--- src/rtl/mem_port_arbiter.sv ---
// Shares one 64-bit downstream memory port between the instruction fetcher and the LSQ.
// One transaction in flight at a time; fetch responses made stale by a flush are dropped.
module mem_port_arbiter #(
   parameter int unsigned STARVE_LIMIT = 4,
   parameter int unsigned CNT_W        = 3
) (
   input  logic        clk,
   input  logic        rst,
   input  logic        flush,
   input  logic        i_mem_read,
   input  logic [31:0] i_mem_address,
   output logic        i_mem_resp,
   output logic [63:0] i_mem_rdata,
   input  logic        lsq_mem_read,
   input  logic        lsq_mem_write,
   input  logic [3:0]  lsq_mem_byte_enable,
   input  logic [31:0] lsq_mem_address,
   input  logic [31:0] lsq_mem_wdata,
   output logic        lsq_mem_resp,
   output logic [31:0] lsq_mem_rdata,
   output logic        mem_read,
   output logic        mem_write,
   output logic [31:0] mem_address,
   output logic [7:0]  mem_byte_enable,
   output logic [63:0] mem_wdata,
   input  logic        mem_resp,
   input  logic [63:0] mem_rdata
);

   typedef enum logic [1:0] {StIdle, StFetch, StLsq} state_e;

   state_e           state_q, state_d;
   logic [CNT_W-1:0] starve_q, starve_d;
   logic             drop_q, drop_d;
   logic [31:0]      addr_q, addr_d;
   logic [31:0]      wdata_q, wdata_d;
   logic [3:0]       be_q, be_d;
   logic             write_q, write_d;

   logic lsq_req, starved, lsq_wins, fetch_wins, hi;
   logic unused_addr;

   assign lsq_req     = lsq_mem_read | lsq_mem_write;
   assign starved     = (starve_q == CNT_W'(STARVE_LIMIT));
   assign lsq_wins    = lsq_req & ~(i_mem_read & starved);
   assign fetch_wins  = i_mem_read & ~lsq_wins;
   assign hi          = addr_q[2];
   assign unused_addr = ^addr_q[1:0];

   always_ff @(posedge clk) begin
      if (rst) begin
         state_q  <= StIdle;
         starve_q <= '0;
         drop_q   <= 1'b0;
         addr_q   <= '0;
         wdata_q  <= '0;
         be_q     <= '0;
         write_q  <= 1'b0;
      end else begin
         state_q  <= state_d;
         starve_q <= starve_d;
         drop_q   <= drop_d;
         addr_q   <= addr_d;
         wdata_q  <= wdata_d;
         be_q     <= be_d;
         write_q  <= write_d;
      end
   end

   always_comb begin
      state_d  = state_q;
      starve_d = starve_q;
      drop_d   = drop_q;
      addr_d   = addr_q;
      wdata_d  = wdata_q;
      be_d     = be_q;
      write_d  = write_q;
      unique case (state_q)
         StIdle: begin
            drop_d = 1'b0;
            if (lsq_wins) begin
               state_d = StLsq;
               addr_d  = lsq_mem_address;
               wdata_d = lsq_mem_wdata;
               be_d    = lsq_mem_byte_enable;
               write_d = lsq_mem_write;  // read+write together is treated as a write
               if (!i_mem_read) starve_d = '0;
               else if (!starved) starve_d = starve_q + 1'b1;
            end else if (fetch_wins) begin
               state_d  = StFetch;
               addr_d   = i_mem_address;
               wdata_d  = '0;
               be_d     = '0;
               write_d  = 1'b0;
               starve_d = '0;
            end
         end
         StFetch: begin
            if (mem_resp) begin
               state_d = StIdle;
               drop_d  = 1'b0;
            end else if (flush) begin
               drop_d = 1'b1;
            end
         end
         StLsq: begin
            if (mem_resp) state_d = StIdle;
         end
         default: state_d = StIdle;
      endcase
   end

   always_comb begin
      mem_read        = 1'b0;
      mem_write       = 1'b0;
      mem_address     = '0;
      mem_byte_enable = '0;
      mem_wdata       = '0;
      i_mem_resp      = 1'b0;
      i_mem_rdata     = '0;
      lsq_mem_resp    = 1'b0;
      lsq_mem_rdata   = '0;
      unique case (state_q)
         StFetch: begin
            mem_read    = 1'b1;
            mem_address = {addr_q[31:3], 3'b000};
            // A flush landing in the completion cycle also makes this data stale.
            if (mem_resp && !drop_q && !flush && !rst) begin
               i_mem_resp  = 1'b1;
               i_mem_rdata = hi ? {32'h0000_0013, mem_rdata[63:32]} : mem_rdata;
            end
         end
         StLsq: begin
            mem_read    = ~write_q;
            mem_write   = write_q;
            mem_address = {addr_q[31:3], 3'b000};
            mem_wdata   = {wdata_q, wdata_q};
            if (write_q) mem_byte_enable = hi ? {be_q, 4'b0000} : {4'b0000, be_q};
            if (mem_resp && !rst) begin
               lsq_mem_resp  = 1'b1;
               lsq_mem_rdata = hi ? mem_rdata[63:32] : mem_rdata[31:0];
            end
         end
         default: ;
      endcase
   end

   always_ff @(posedge clk) begin
      if (!rst) begin
         assert (!(lsq_mem_read && lsq_mem_write))
            else $error("lsq_mem_read and lsq_mem_write asserted together");
      end
   end

endmodule

--- config.mk ---
export PLATFORM = sky130hd
export DESIGN_NAME = mem_port_arbiter
export DESIGN_NICKNAME = d
export VERILOG_FILES = /design/src/rtl/mem_port_arbiter.sv
export SDC_FILE = /design/constraint.sdc
export NUM_CORES = 1
export LEC_CHECK = 0
export CAP_MARGIN = 10
export CORE_AREA = 2 2 146 148
export CTS_BUF_LIST = sky130_fd_sc_hd__clkbuf_16
export CTS_CLUSTER_SIZE = 25
export DETAILED_ROUTE_END_ITERATION = 6
export DIE_AREA = 0 0 148 150
export SYNTH_ARGS = -nofsm -noshare
export SYNTH_HDL_FRONTEND = slang
export SYNTH_SLANG_ARGS = --single-unit
--- constraint.sdc ---
create_clock -name clk -period 1.8 [get_ports clk]
set_input_delay 0.45 -clock clk [delete_from_list [all_inputs] [get_ports clk]]
set_output_delay 0.45 -clock clk [all_outputs]
set_load 0.02 [all_outputs]
Yosys cells after proc, flatten, opt, wreduce, memory -nomap -nowiden
Cells that the tools add are included.

word-level totals
  bits of input ports = 171
  logic and storage cells = 73
  bits in registers = 75

cells by class
  bitwise operators = 7
  multiplexer cells = 36
  add/subtract/negate cells = 1
  eq/ne operators = 7
  reduce and logical (&&, ||, !) cells = 15

operators by type and width
  kind                   count
  $mux W32               8
  $mux W64               4
  $mux W8                3
  $mux W3                4
  $mux W1                9
  $ne A3 B3 Y1 const B   3
  $mux W4                2
  $mux W2                3
  $reduce_and A2 Y1      3
  $logic_and A1 B1 Y1    4
  $pmux W1 S2            2
  $pmux W2 S2            1
  $reduce_bool A2 Y1     2
  $add A3 B1 Y3 const B  1
  $and A1 B1 Y1          3
  $eq A3 B3 Y1 const B   1
  $logic_not A1 Y1       3
  $not A1 Y1             3
  $reduce_and A3 Y1      1
  $eq A2 B1 Y1 const B   1
  $eq A2 B2 Y1 const B   1
  $logic_not A2 Y1       1
  $ne A2 B1 Y1 const B   1
  $reduce_or A2 Y1       1
  $or A1 B1 Y1           1

Logic depth before layout (Yosys ltp)
  depth in word-level cells = 9
  gate-level depth with buffers = 8
  mapped depth without buffers = 5

Least setup slack after synthesis
No wires, ideal clock.

  path type = input to output
  from = input rst
  to = output i_mem_rdata[53]
  data arrival time = 1.445 ns
  stages on the path = 5
  slack = -0.095 ns
  cell sequence = and2b_1 > and4b_1 > buf_2 > clkbuf_1 > and2_1

between the ends
  longest elaborated chain between the ends = 4

ends and longest elaborated chain
  element              line  text
  start: declaration   8     input logic rst,
  $logic_not A1 Y1     --
  $logic_and A1 B1 Y1  128   if (mem_resp && !drop_q && !flush && !rst) begin
  $mux W64             128
  $mux W64             123   unique case (state_q)
  end: declaration     13    output logic [63:0] i_mem_rdata,

No other way between the ends.

Final worst setup path
  from = register state_q[1]
  to = output i_mem_rdata[50]

between the ends
  longest elaborated chain between the ends = 2

ends and longest elaborated chain
  element                   line  text
  start: declaration        32    state_e state_q, state_d;
  start signal: assignment  52    state_q <= StIdle;
  start signal: assignment  60    state_q <= state_d;
  $eq A2 B1 Y1              123
  $mux W64                  123

No other way between the ends.

==> out/summary.txt <==
Congestion Overflow GR = 0
RD Place Congestion = 0.817
DR vias/cell = 4.72
min cycle time layout = 2110 ps
period utilization = 1.17
worst skew pair latency = 350 ps
post-route cell area = 10200 um^2
Reg clk slew, reported paths = 60 ps
DRT antenna net count = 0
CTS buffer count = 9
Lkg Pwr = 4.20 nW
hold crit path type = flop to flop
first-pass GRT wire length = 32700 um
# hold bufs at CTS = 0
Yosys reg bits = 73
pin count of the biggest net entering global routing = 74
hold path start = starve_q[1]
Root Buffer = clkbuf_16
Post-Route Utilization = 0.493
drt first pass iters = 6
sequential area share after synthesis = 0.322
area occupied by multi-input gates = 3400 um^2
fraction of layout cells with a size suffix above 1 = 0.493
Syn Area/Cell = 7.84 um^2
Avg WL per Cell = 19.8 um
Synth Flop Type = dfxtp_1
die height = 150 um
Synth async-reset ratio = 0
max-cap violation count = 0
Hold WS = 474 ps
r2r worst-path depth = 6
number of hold violations in the final report = 0
DRT iter0 DRCs = 246
Post-synth EDFFs = 0
Max-slew headroom = 0.444
setup repair after global routing missed its margin = true
# clock sinks = 73
failing checks = negative setup slack
Peak VDD IR = 0.504 mV
worst r2r src = state_q[0]
final net count = 1121
Post-Syn Instances = 579
critical path peak fanout = 14
clk_skew = 11.1 ps
Worst Path Arrival = 1660 ps
reg-to-reg slack, setup = 350 ps
initial antenna violation count = 2
register area = 1470 um^2
Required @ worst endpoint = 1350 ps
H-tree levels = 3
CP Launch Type = flop
placed cell areas = 8650 um^2
CTS tree = yes
dpl hpwl = 16500 um
Die W = 148 um
Setup TNS = -38350 ps
RR Endpoint = addr_q[5]
Longest Clk Path Bufs = 2
vias in the first global route = 5524
Starting Density = 0.219
filler instances = 1902
Worst Path Class, Setup = flop to output port
Ys Warns = 0
Finish-stage setup viols = 201
Synth-to-Final Area Change = 125%
Slew @ Worst Pin = 834 ps
total track usage = 0.193
worst setup margin = -313 ps
synthesized cell area = 4540 um^2
Max Clk Rate = 473 MHz
Cell variety after synth = 30
status = complete, but fails checks
Remaining DRCs = 0
io pins = 375
Core Box Area = 20700 um^2
CP Capture Type = output port
fin. max-slew vios = 0
Port Buffer Count = 367
total routed wirelength = 24200 um
Hold Crit Depth = 2
Pwr per Cell Area = 586 nW/um^2
die area = 22200 um^2
hold endpoint = starve_q[1]
Vias = 5788
row count = 53
overall power = 0.00598 W
[cells by family (layout without fill, tap and decap cells)]
| family | count (synthesis) | in the layout | synth area share |
|---|---|---|---|
| DFF | 73 | 73 | 0.322 |
| AOI/OAI and AO/OA | 111 | 111 | 0.187 |
| adders and majority gates | 5 | 5 | 0.0138 |
| and+or+nand+nor | 259 | 259 | 0.288 |
| other | 1 | 5 | 0.000826 |
| muxes | 32 | 32 | 0.0705 |
| buffers and inverters | 98 | 466 | 0.118 |
[worst max path at each step]
stage	startpoint	to	cells past startpoint
CTS	state_q[1]	i_mem_rdata[53]	7
floorplan	rst	i_mem_rdata[10]	4
finish	state_q[1]	i_mem_rdata[50]	6
detailed placement	mem_resp	i_mem_rdata[53]	6
global route	state_q[1]	i_mem_rdata[44]	6
global placement	mem_resp	i_mem_rdata[29]	7
[cell type report]
| class | instances | share of cell area |
|---|---|---|
| timing repair buffer | 445 | 0.454 |
| multi-input combinational | 410 | 0.333 |
| sequential | 73 | 0.144 |
| tap | 275 | 0.0337 |
| clock buffer | 9 | 0.0221 |
| clock inverter | 6 | 0.00920 |
| inverter | 6 | 0.00319 |
| antenna | 2 | 0.000490 |
[registers in the layout, summed over array words and instances, names as in the netlist]
register	cells
wdata_q	32
starve_q	3
drop_q	1
addr_q	30
be_q	4
write_q	1
state_q	2
[routing by layer]
layer  wire length (um)  up-vias  GRT usage
met3               1560       37     0.0436
li1                   -     2728          -
met2              13300      251      0.373
met5                  0        -          0
met4                777        0     0.0719
met1               8650     2772      0.202
[repair_timing]
action                                  CTS  global route
buffers inserted                         14             6
gates resized for setup                 829           499
endpoints found under the setup margin  201           201
cloned                                    6             5
pin swaps                                12            59
[through the flow]
| step | cells | setup slack, ps |
|---|---|---|
| after global routing | 1225 | -368 |
| after CTS | 1218 | -374 |
| after floorplan | 581 | -61.8 |
| final | 1226 | -313 |
| after global placement | 1183 | -923 |
| after detailed placement | 1183 | -926 |
[cell usage after synthesis (2+ instances only)]
library cell	number	area [um^2]
mux2i_1	32	320
nand2_1	4	15.0
nand2b_1	2	12.5
and2_1	99	619
o21a_1	2	15.0
a32oi_1	67	587
nand4_1	2	12.5
o21ai_0	3	15.0
nor2_1	108	405
buf_4	38	285
a21oi_1	34	170
clkbuf_1	32	120
nand3_1	34	170
buf_2	22	110
dfxtp_1	73	1460
nor2b_1	4	25.0
inv_1	6	22.5
ha_1	5	62.6
[report_power, final]
part	total, W	internal, W	switching [W]
sequential	0.00184	0.00176	0.0000786
combinational	0.00217	0.00113	0.00104
clock	0.00197	0.00121	0.000759
[cell usage in the layout, fill, tap and decap left out, drive strengths merged, types with 2 or more instances in the layout]
cell,n
a21oi,34
a32oi,67
and2,100
buf,253
bufinv,2
clkbuf,36
clkdlybuf4s50,163
clkinv,4
conb,3
dfxtp,73
diode,2
dlygate4sd2,2
ha,5
inv,5
mux2i,32
nand2,4
nand2b,2
nand3,34
nand4,2
nor2,108
nor2b,4
o21a,2
o21ai,3
[worst max-delay path: stages (launching register included)]
cell,delay [ps]
dfxtp_4,350
inv_4,70
ha_4,160
and4b_4,290
buf_12,150
and2_1,160
buf_6,120
Note: power is estimated with default switching activity, not from simulation.
